--- src/rtl/board_mem_arbiter_if.sv ---
// ----------------------------------------------------------------------------
// board_mem_arbiter_if
// Bundles every board-RAM sharing signal of board_mem_arbiter:
//   clear_req/clear_busy                     : board wipe control
//   disp_req/disp_addr/disp_data/disp_valid  : renderer cell fetch
//   game_req/game_we/game_addr/game_wdata/
//   game_ack/game_rdata                      : game logic read/write
//   ram_en/ram_we/ram_addr/ram_wdata/ram_rdata : single-port board RAM
// Modports:
//   slave  - the arbiter's view
//   master - the view of the clients and the RAM (used by the bench)
// ----------------------------------------------------------------------------
interface board_mem_arbiter_if #(
    parameter int unsigned ADDR_W = 7,
    parameter int unsigned DATA_W = 2
);
    logic              clear_req;
    logic              clear_busy;
    logic              disp_req;
    logic [ADDR_W-1:0] disp_addr;
    logic [DATA_W-1:0] disp_data;
    logic              disp_valid;
    logic              game_req;
    logic              game_we;
    logic [ADDR_W-1:0] game_addr;
    logic [DATA_W-1:0] game_wdata;
    logic              game_ack;
    logic [DATA_W-1:0] game_rdata;
    logic              ram_en;
    logic              ram_we;
    logic [ADDR_W-1:0] ram_addr;
    logic [DATA_W-1:0] ram_wdata;
    logic [DATA_W-1:0] ram_rdata;

    modport slave (
        input  clear_req, disp_req, disp_addr,
               game_req, game_we, game_addr, game_wdata, ram_rdata,
        output clear_busy, disp_data, disp_valid, game_ack, game_rdata,
               ram_en, ram_we, ram_addr, ram_wdata
    );

    modport master (
        output clear_req, disp_req, disp_addr,
               game_req, game_we, game_addr, game_wdata, ram_rdata,
        input  clear_busy, disp_data, disp_valid, game_ack, game_rdata,
               ram_en, ram_we, ram_addr, ram_wdata
    );
endinterface

--- src/rtl/board_mem_arbiter.sv ---
// ----------------------------------------------------------------------------
// board_mem_arbiter
// Owns the single-port board RAM (2 bits/cell: 00 empty, 01 tri, 10 circle)
// and shares it between the renderer read path and the game read/write port.
// Wipes the board after reset and on every new-game request.
// Ports:
//   clk   - system clock, rising edge
//   rst_n - asynchronous active-low reset
//   bus   - board_mem_arbiter_if.slave: clear, display, game and RAM signals
// ----------------------------------------------------------------------------
module board_mem_arbiter #(
    parameter int unsigned CELLS      = 100,
    parameter int unsigned ADDR_W     = 7,
    parameter int unsigned DATA_W     = 2,
    parameter int unsigned STARVE_MAX = 4
) (
    input  logic                   clk,
    input  logic                   rst_n,
    board_mem_arbiter_if.slave     bus
);
    localparam int unsigned STARVE_W = $clog2(STARVE_MAX + 1);
    // one extra bit so CELLS == 2**ADDR_W still compares correctly
    localparam logic [ADDR_W:0]       CELLS_L   = (ADDR_W + 1)'(CELLS);
    localparam logic [ADDR_W-1:0]     LAST_CELL = ADDR_W'(CELLS - 1);
    localparam logic [STARVE_W-1:0]   STARVE_L  = STARVE_W'(STARVE_MAX);

    typedef enum logic {ST_CLEAR, ST_IDLE} state_t;

    state_t              r_state, w_state_nxt;
    logic [ADDR_W-1:0]   r_clr_cnt, w_clr_cnt_nxt;
    logic [STARVE_W-1:0] r_starve_cnt;

    logic                r_disp_valid, r_disp_oor;
    logic                r_game_ack, r_game_rd, r_game_oor;
    logic [DATA_W-1:0]   r_disp_hold, r_game_hold;

    logic                w_disp_in_range, w_game_in_range;
    logic                w_game_force, w_grant_disp, w_grant_game;
    logic [DATA_W-1:0]   w_disp_data, w_game_rdata;

    // ------------------------------------------------------------------
    // FSM: state register
    // ------------------------------------------------------------------
    always_ff @(posedge clk or negedge rst_n) begin
        if (!rst_n) begin
            r_state   <= ST_CLEAR;
            r_clr_cnt <= '0;
        end else begin
            r_state   <= w_state_nxt;
            r_clr_cnt <= w_clr_cnt_nxt;
        end
    end

    // ------------------------------------------------------------------
    // FSM: next state; a clear request during the wipe restarts it at 0
    // ------------------------------------------------------------------
    always_comb begin
        w_state_nxt   = r_state;
        w_clr_cnt_nxt = r_clr_cnt;
        case (r_state)
            ST_CLEAR: begin
                if (bus.clear_req) begin
                    w_clr_cnt_nxt = '0;
                end else if (r_clr_cnt == LAST_CELL) begin
                    w_state_nxt   = ST_IDLE;
                    w_clr_cnt_nxt = '0;
                end else begin
                    w_clr_cnt_nxt = r_clr_cnt + 1'b1;
                end
            end
            ST_IDLE: begin
                if (bus.clear_req) begin
                    w_state_nxt   = ST_CLEAR;
                    w_clr_cnt_nxt = '0;
                end
            end
            default: begin
                w_state_nxt   = ST_CLEAR;
                w_clr_cnt_nxt = '0;
            end
        endcase
    end

    // ------------------------------------------------------------------
    // Arbitration and RAM drive
    // ------------------------------------------------------------------
    assign w_disp_in_range = ({1'b0, bus.disp_addr} < CELLS_L);
    assign w_game_in_range = ({1'b0, bus.game_addr} < CELLS_L);
    assign w_game_force    = bus.game_req && (r_starve_cnt == STARVE_L);
    assign w_grant_disp    = (r_state == ST_IDLE) && bus.disp_req && !w_game_force;
    assign w_grant_game    = (r_state == ST_IDLE) && bus.game_req && !w_grant_disp;

    always_comb begin
        bus.ram_en    = 1'b0;
        bus.ram_we    = 1'b0;
        bus.ram_addr  = '0;
        bus.ram_wdata = '0;
        if (r_state == ST_CLEAR) begin
            bus.ram_en   = 1'b1;
            bus.ram_we   = 1'b1;
            bus.ram_addr = r_clr_cnt;
        end else if (w_grant_disp) begin
            bus.ram_en   = w_disp_in_range;
            bus.ram_addr = bus.disp_addr;
        end else if (w_grant_game) begin
            bus.ram_en    = w_game_in_range;
            bus.ram_we    = w_game_in_range && bus.game_we;
            bus.ram_addr  = bus.game_addr;
            bus.ram_wdata = bus.game_wdata;
        end
    end

    // ------------------------------------------------------------------
    // Completion pulses and read-data capture. RAM data arrives in the
    // cycle after the grant, so the outputs pass it straight through
    // during the pulse and a hold register keeps it afterwards.
    // ------------------------------------------------------------------
    assign w_disp_data  = r_disp_valid ? (r_disp_oor ? '1 : bus.ram_rdata) : r_disp_hold;
    assign w_game_rdata = (r_game_ack && r_game_rd) ?
                          (r_game_oor ? '1 : bus.ram_rdata) : r_game_hold;

    always_ff @(posedge clk or negedge rst_n) begin
        if (!rst_n) begin
            r_disp_valid <= 1'b0;
            r_disp_oor   <= 1'b0;
            r_game_ack   <= 1'b0;
            r_game_rd    <= 1'b0;
            r_game_oor   <= 1'b0;
            r_disp_hold  <= '0;
            r_game_hold  <= '0;
            r_starve_cnt <= '0;
        end else begin
            r_disp_valid <= w_grant_disp;
            r_disp_oor   <= w_grant_disp && !w_disp_in_range;
            r_game_ack   <= w_grant_game;
            r_game_rd    <= w_grant_game && !bus.game_we;
            r_game_oor   <= w_grant_game && !w_game_in_range;
            r_disp_hold  <= w_disp_data;
            r_game_hold  <= w_game_rdata;
            if (bus.game_req && w_grant_disp) begin
                if (r_starve_cnt != STARVE_L)
                    r_starve_cnt <= r_starve_cnt + 1'b1;
            end else if (w_grant_game || !bus.game_req) begin
                r_starve_cnt <= '0;
            end
        end
    end

    assign bus.clear_busy = (r_state == ST_CLEAR);
    assign bus.disp_valid = r_disp_valid;
    assign bus.disp_data  = w_disp_data;
    assign bus.game_ack   = r_game_ack;
    assign bus.game_rdata = w_game_rdata;

endmodule

--- src/flat_wrapper.sv ---
// flat-port wrapper written by rule: the top's interface ports become plain ports
module board_mem_arbiter_flat 
#(
    parameter int unsigned CELLS      = 100,
    parameter int unsigned ADDR_W     = 7,
    parameter int unsigned DATA_W     = 2,
    parameter int unsigned STARVE_MAX = 4
)
  (clk, rst_n, bus_clear_req, bus_disp_req, bus_disp_addr, bus_game_req, bus_game_we, bus_game_addr, bus_game_wdata, bus_ram_rdata, bus_clear_busy, bus_disp_data, bus_disp_valid, bus_game_ack, bus_game_rdata, bus_ram_en, bus_ram_we, bus_ram_addr, bus_ram_wdata);
  board_mem_arbiter_if #(.ADDR_W(ADDR_W), .DATA_W(DATA_W)) bus_i ();
  input  logic clk;
  input  logic rst_n;
  input wire logic [$bits(bus_i.clear_req)-1:0] bus_clear_req;
  input wire logic [$bits(bus_i.disp_req)-1:0] bus_disp_req;
  input wire logic [$bits(bus_i.disp_addr)-1:0] bus_disp_addr;
  input wire logic [$bits(bus_i.game_req)-1:0] bus_game_req;
  input wire logic [$bits(bus_i.game_we)-1:0] bus_game_we;
  input wire logic [$bits(bus_i.game_addr)-1:0] bus_game_addr;
  input wire logic [$bits(bus_i.game_wdata)-1:0] bus_game_wdata;
  input wire logic [$bits(bus_i.ram_rdata)-1:0] bus_ram_rdata;
  output wire logic [$bits(bus_i.clear_busy)-1:0] bus_clear_busy;
  output wire logic [$bits(bus_i.disp_data)-1:0] bus_disp_data;
  output wire logic [$bits(bus_i.disp_valid)-1:0] bus_disp_valid;
  output wire logic [$bits(bus_i.game_ack)-1:0] bus_game_ack;
  output wire logic [$bits(bus_i.game_rdata)-1:0] bus_game_rdata;
  output wire logic [$bits(bus_i.ram_en)-1:0] bus_ram_en;
  output wire logic [$bits(bus_i.ram_we)-1:0] bus_ram_we;
  output wire logic [$bits(bus_i.ram_addr)-1:0] bus_ram_addr;
  output wire logic [$bits(bus_i.ram_wdata)-1:0] bus_ram_wdata;
  assign bus_i.clear_req = bus_clear_req;
  assign bus_i.disp_req = bus_disp_req;
  assign bus_i.disp_addr = bus_disp_addr;
  assign bus_i.game_req = bus_game_req;
  assign bus_i.game_we = bus_game_we;
  assign bus_i.game_addr = bus_game_addr;
  assign bus_i.game_wdata = bus_game_wdata;
  assign bus_i.ram_rdata = bus_ram_rdata;
  assign bus_clear_busy = bus_i.clear_busy;
  assign bus_disp_data = bus_i.disp_data;
  assign bus_disp_valid = bus_i.disp_valid;
  assign bus_game_ack = bus_i.game_ack;
  assign bus_game_rdata = bus_i.game_rdata;
  assign bus_ram_en = bus_i.ram_en;
  assign bus_ram_we = bus_i.ram_we;
  assign bus_ram_addr = bus_i.ram_addr;
  assign bus_ram_wdata = bus_i.ram_wdata;
  board_mem_arbiter #(.CELLS(CELLS), .ADDR_W(ADDR_W), .DATA_W(DATA_W), .STARVE_MAX(STARVE_MAX)) u_core (.clk(clk), .rst_n(rst_n), .bus(bus_i));
endmodule
--- config.mk ---
export PLATFORM = sky130hd
export DESIGN_NAME = board_mem_arbiter_flat
export DESIGN_NICKNAME = d
export VERILOG_FILES = /design/src/rtl/board_mem_arbiter_if.sv /design/src/rtl/board_mem_arbiter.sv /design/src/flat_wrapper.sv
export SDC_FILE = /design/constraint.sdc
export NUM_CORES = 1
export LEC_CHECK = 0
export CORE_AREA = 4 4 72 74
export DETAILED_ROUTE_END_ITERATION = 7
export DIE_AREA = 0 0 76 78
export GPL_TIMING_DRIVEN = 0
export PLACE_DENSITY = 0.52
export SYNTH_ARGS = -nofsm -noshare
export SYNTH_HDL_FRONTEND = slang
export SYNTH_SLANG_ARGS = --single-unit
--- constraint.sdc ---
create_clock -name clk -period 4.8 [get_ports clk]
set_input_delay 0.96 -clock clk [delete_from_list [all_inputs] [get_ports clk]]
set_output_delay 0.96 -clock clk [all_outputs]
set_load 0.01 [all_outputs]
* Yosys cells after proc, flatten, opt, wreduce, memory -nomap -nowiden
Cells that the tools add are included.
** Operators by class
- Add/subtract/negate cells :: 2
- Mux-type cells :: 27
- Shift-type cells :: 0
- Order comparisons :: 2
- Reductions and logical operators :: 20
- Equal/unequal tests :: 5
- $mul :: 0
- Div/mod/pow operators :: 0
- Bitwise gates (word level) :: 1
** Operators with widths (number)
- 7-bit two-way mux :: 6
- 7-bit less-than comparator (second input constant) :: 2
- 2-bit two-way mux :: 7
- 7-bit one-hot mux with 2 select lines :: 1
- 1-bit logical AND :: 11
- 1-bit two-way mux :: 9
- 3-bit two-way mux :: 3
- 7-bit by 1-bit adder with 7-bit output (second input constant) :: 1
- 7-bit == test (second input constant) :: 1
- 1-bit logical NOT :: 6
- 2-bit inequality test (second input constant) :: 2
- 3-bit by 1-bit adder with 3-bit output (second input constant) :: 1
- 3-bit == test (second input constant) :: 1
- 3-bit inequality test (second input constant) :: 1
- 1-bit one-hot mux with 2 select lines :: 1
- 2-bit AND reduction :: 1
- 2-bit nonzero test :: 1
- 1-bit logical OR :: 1
- 1-bit NOT :: 1
** Storage, ports and cells
- ROM bits :: 0
- Bits in latches :: 0
- Register bits after elaboration :: 20
- Memory bits (writable) :: 0
- Output and inout port bits :: 18
- Memories :: 0
- Bits of input ports :: 24
- Word-level logic and storage cells :: 67

* Depth between registers and ports, before layout
Gate-level depths: netlist of run 1.
- Word-level depth :: 9
- Mapped depth :: 6
- Depth with buffers taken out :: 6

* Worst setup path before layout of run 1
OpenSTA, ideal clock, no wires.
- Kind :: input to output
- From :: input port bus_game_addr[4]
- To :: output port bus_ram_en
- Buffers on the path :: 0
- Data required time :: 3.840 ns
- Stages on the path :: 3
- Slack :: 2.065 ns
- Arrival time :: 1.775 ns
- Cells stage by stage :: o311ai_0 o21a_1 a221o_1
** Between the ends
- Longest elaborated chain between the ends :: 4
** Ends and longest elaborated chain
- start: declaration :: line flat_wrapper.sv:18 : input wire logic [$bits(bus_i.game_addr)-1:0] bus_game_addr;
- 7-bit less-than comparator :: line board_mem_arbiter.sv:88 : assign w_game_in_range = ({1'b0, bus.game_addr} < CELLS_L);
- 1-bit two-way mux :: line board_mem_arbiter.sv:105 : end else if (w_grant_game) begin
- 1-bit two-way mux :: line board_mem_arbiter.sv:102 : end else if (w_grant_disp) begin
- 1-bit two-way mux :: line board_mem_arbiter.sv:98 : if (r_state == ST_CLEAR) begin
- end: declaration :: line flat_wrapper.sv:26 : output wire logic [$bits(bus_i.ram_en)-1:0] bus_ram_en;
Every way passes these cells.

* Worst setup path in the final report of run 1
Same ends and word-level chain as after synthesis.

==> results of run 1 <==
power breakdown:
group	switching, mW	internal, mW	leakage, nW	total, mW
Combinational	0.0158	0.0263	0.384	0.0422
Sequential	0.00308	0.171	0.256	0.174
Clock	0.0491	0.0557	0.0216	0.105
synth_stat cells (2+ instances only):
library cell,instances
o21ai_0,5
nand2_1,4
buf_4,2
a31oi_1,2
xor2_1,2
dfrtp_1,20
inv_1,7
nor2_1,13
o21a_1,2
o311ai_0,2
or3_1,2
nor2b_1,8
and2_1,4
a221o_1,8
nor3_1,2
a21oi_1,8
ha_1,3
nand4b_1,3
kinds of logic (layout without fill, tap and decap cells):
| logic type | after synthesis | after routing |
|---|---|---|
| buf+inv | 11 | 55 |
| compound gates | 33 | 33 |
| fa+ha+maj | 3 | 3 |
| simple gates | 41 | 41 |
| xor+xnor | 3 | 3 |
| flops | 20 | 20 |
| mux | 1 | 1 |
per-layer routing:
metal	up-vias	global-route usage	routed length, um
met3	2	0.03480	144
met5	-	0	0
met1	488	0.1119	1231
met4	0	0.01957	17
li1	498	-	-
met2	26	0.1704	1571
area by class of cell:
| class | instances | area (um^2) |
|---|---|---|
| clock buffers | 3 | 41.29 |
| multi-input cells | 81 | 560.5 |
| repair buffers | 41 | 410.4 |
| plain buffers | 3 | 20.02 |
| well taps | 54 | 67.56 |
| inverters | 8 | 30.03 |
| flip-flops and latches | 20 | 500.5 |
| fillers | 477 | 2968 |
registers in the layout, indices dropped and copies added (netlist names):
| name | count |
|---|---|
| u_core.r_clr_cnt | 7 |
| u_core.r_starve_cnt | 3 |
| u_core.r_disp_hold | 2 |
| u_core.r_game_hold | 2 |
| u_core.bus.disp_valid | 1 |
| u_core.bus.game_ack | 1 |
| u_core.r_disp_oor | 1 |
| u_core.r_game_oor | 1 |
| u_core.r_game_rd | 1 |
| u_core.r_state | 1 |
through the flow:
step | setup slack, ns | total power [mW] | instance area, um^2
6_report | 0.9437 | 0.3205 | 1630
4_1_cts | 0.9099 | 0.3280 | 1630
3_3_place_gp | 0.9129 | 0.2190 | 1589
3_5_place_dp | 0.9138 | 0.2196 | 1589
2_1_floorplan | 2.065 | 0.1879 | 1111
5_1_grt | 0.7666 | 0.3380 | 1630
cells in the final DEF, fill, tap and decap left out, types with 2 or more instances in the layout:
cell type	instances
clkdlybuf4s50_1	41
a31oi_1	2
a221o_1	8
a21oi_1	8
o21a_1	2
nor2_1	13
clkbuf_8	3
nor3_1	2
buf_4	2
xor2_1	2
o21ai_0	5
o311ai_0	2
nor2b_1	8
ha_1	3
inv_1	7
or3_1	2
dfrtp_1	20
nand4b_1	3
nand2_1	4
and2_1	4
worst min path at each step:
stage,from,endpoint
2_1_floorplan,u_core.r_clr_cnt[6]$_DFFE_PN0P_,u_core.r_clr_cnt[6]$_DFFE_PN0P_
6_report,u_core.r_game_rd$_DFF_PN0_,u_core.r_game_hold[1]$_DFF_PN0_
4_1_cts,u_core.r_game_rd$_DFF_PN0_,u_core.r_game_hold[1]$_DFF_PN0_
3_3_place_gp,u_core.r_game_rd$_DFF_PN0_,u_core.r_game_hold[1]$_DFF_PN0_
3_5_place_dp,u_core.r_game_rd$_DFF_PN0_,u_core.r_game_hold[1]$_DFF_PN0_
5_1_grt,u_core.r_game_rd$_DFF_PN0_,u_core.r_game_hold[1]$_DFF_PN0_
critical path, cell delays in order:
cell             delay [ns]
clkdlybuf4s50_1        0.42
o311ai_0               0.63
o21a_1                 0.21
a221o_1                0.13
clkdlybuf4s50_1        0.54
==> flow_summary_export.csv, run 1 <==
group,metric,value,unit
route,drt-vias-per-instance,4.829,
grt,grt_max_degree,21,
sta,period_share,0.8034,
sta,slew_headroom,0.3858,
logic_synthesis,synth-compound-area-share,0.2297,
clock_tree,cts_root_buffer,"clkbuf_8",
clock_tree,clk_pin_slew,0.06,ns
logic_synthesis,postSynthAreaPerCell,9.920,um^2
sta,max_freq,259.3,MHz
logic_synthesis,synth_fa_ha_area_frac,0.03378,
route,drc,0,
grt,track_usage,0.09671,
logic_synthesis,synth_fp_nets,139,
worst_setup_path,crit_required,3.84,ns
power,pwr_density_cell,196.6,nW/um^2
worst_setup_path,reg2reg_depth,4,
logic_synthesis,yosys_most_used_dff,"dfrtp_1",
logic_synthesis,synth_area,1111,um^2
floorplanning,initial_core_util,0.2416,
logic_synthesis,synthDistinctLibCells,33,
sta,finalSetupViolations,0,
sta,layout_min_cycle_time,3.856,ns
placement,post-dp-hpwl,2410,um
sta,whs,0.5393,ns
grt,grt_pass1_vias,1045,
floorplanning,rows,25,
sta,final_hold_viol_count,0,
floorplanning,die_w,76,um
route,wirelength,2964,um
worst_setup_path,crit_path_end,"bus_ram_en",
cells_and_area,fin_util,0.3546,
worst_setup_path,cp-start-kind,"input pin",
grt,grt-ovfl-total,0,
cells_and_area,drive_gt1_frac,0.06410,
floorplanning,die_h,78,um
clock_tree,cts_tree,"yes",
hold_path,hold_class,"flop to flop",
logic_synthesis,ys_seq_elements,20,
clock_tree,post_cts_buffers,0,
route,detail_route.wl_per_cell,14.11,um
worst_setup_path,r2r_setup_slack,3.35,ns
cells_and_area,stdcell_count,210,
clock_tree,cts_resized,0,
cells_and_area,n_antenna_cell,0,
logic_synthesis,yosys-top-cells-area,"dfrtp_1, a221o_1, nor2b_1, nor2_1, a21oi_1",
logic_synthesis,synthXorXnorAreaFrac,0.02365,
floorplanning,core,4598,um^2
placement,portBuffers,41,
route,final_antenna_net_count,0,
power,peakVddDrop,0.1322,mV
cells_and_area,synthToLayoutAreaGrowth,46.73,%
logic_synthesis,yosysWarnings,0,
placement,dp_cells,207,
cells_and_area,layout.nets,185,
sta,finalSetupTns,0,ns
worst_setup_path,r2r-start,"u_core.r_clr_cnt[0]$_DFFE_PN0P_",
floorplanning,io_pins,42,
worst_setup_path,end_kind,"output pin",
worst_setup_path,critPathKind,"input pin to output pin",
sta,fin_skew,0.005436,ns
sta,rsz0062_at_grt,"false",
worst_setup_path,rr_endpoint,"u_core.r_clr_cnt[6]$_DFFE_PN0P_",
sta,slew_viol_final,0,
route,vias,1014,
job,max_cap_viol_count,0,
grt,grt_first_pass_wirelength,4781,um
logic_synthesis,yosysSeqAreaShare,0.4505,
logic_synthesis,synth_edf_count,0,
floorplanning,die_area,5928,um^2
logic_synthesis,synth-simple-area-share,0.2083,
clock_tree,cts_max_level,1,
hold_path,hold-path-cell-count,1,
clock_tree,clockBufferDepth,2,
clock_tree,cts_made_buffers,3,
clock_tree,clk_latency,0.25,ns
route,drtIter0Drc,35,
power,p_leak,0.6620,nW
logic_synthesis,muxShareOfSynthArea,0.009009,
logic_synthesis,synthDominantCellAreaShare,0.4505,
logic_synthesis,ys_async_sr_fraction,1.000,
grt,antenna_found_initial,0,
worst_setup_path,worst_ep_arrival_time,2.90,ns
logic_synthesis,synth.largest_area_cell,"dfrtp_1",
route,first_pass_iters,4,
placement,routabilityCongestion,0.7862,
worst_setup_path,worstPathMaxFanout,3,
sta,tightest_slew,0.9184,ns
logic_synthesis,synth_top_family_by_area,"compound AO/OA/AOI/OAI gates",
worst_setup_path,crit_path_start,"bus_game_addr[4]",
logic_synthesis,syn_inst,112,
clock_tree,cts.sink_count,20,
clock_tree,holdBufCountCts,0,
status,status,"completed",
No activity file was read; power rests on OpenSTA's default activity.
==> inputs of run 2 (changes only) <==
Clock period 4.8 ns to 3.6 ns, I/O delays scaled along.
==> results of run 2 <==
Same layout as run 1 (identical final DEF). Status: completed.
Among the figures that moved: setup slack after placement 0.9138 ns -> 0.1938 ns; setup slack after layout 0.9437 ns -> 0.2237 ns; register-to-register setup slack 3.35 ns -> 2.15 ns; total power 0.3205 mW -> 0.4274 mW; worst IR drop on VDD 0.1322 mV -> 0.1763 mV
==> inputs of run 3 (changes only) <==
Settings changed: SKIP_LAST_GASP set to 1.
==> results of run 3 <==
Same layout as run 1 (identical final DEF). Status: completed.
Among the figures that moved: setup slack after placement 0.9138 ns -> 0.1938 ns; setup slack after layout 0.9437 ns -> 0.2237 ns; register-to-register setup slack 3.35 ns -> 2.15 ns; total power 0.3205 mW -> 0.4274 mW; worst IR drop on VDD 0.1322 mV -> 0.1763 mV
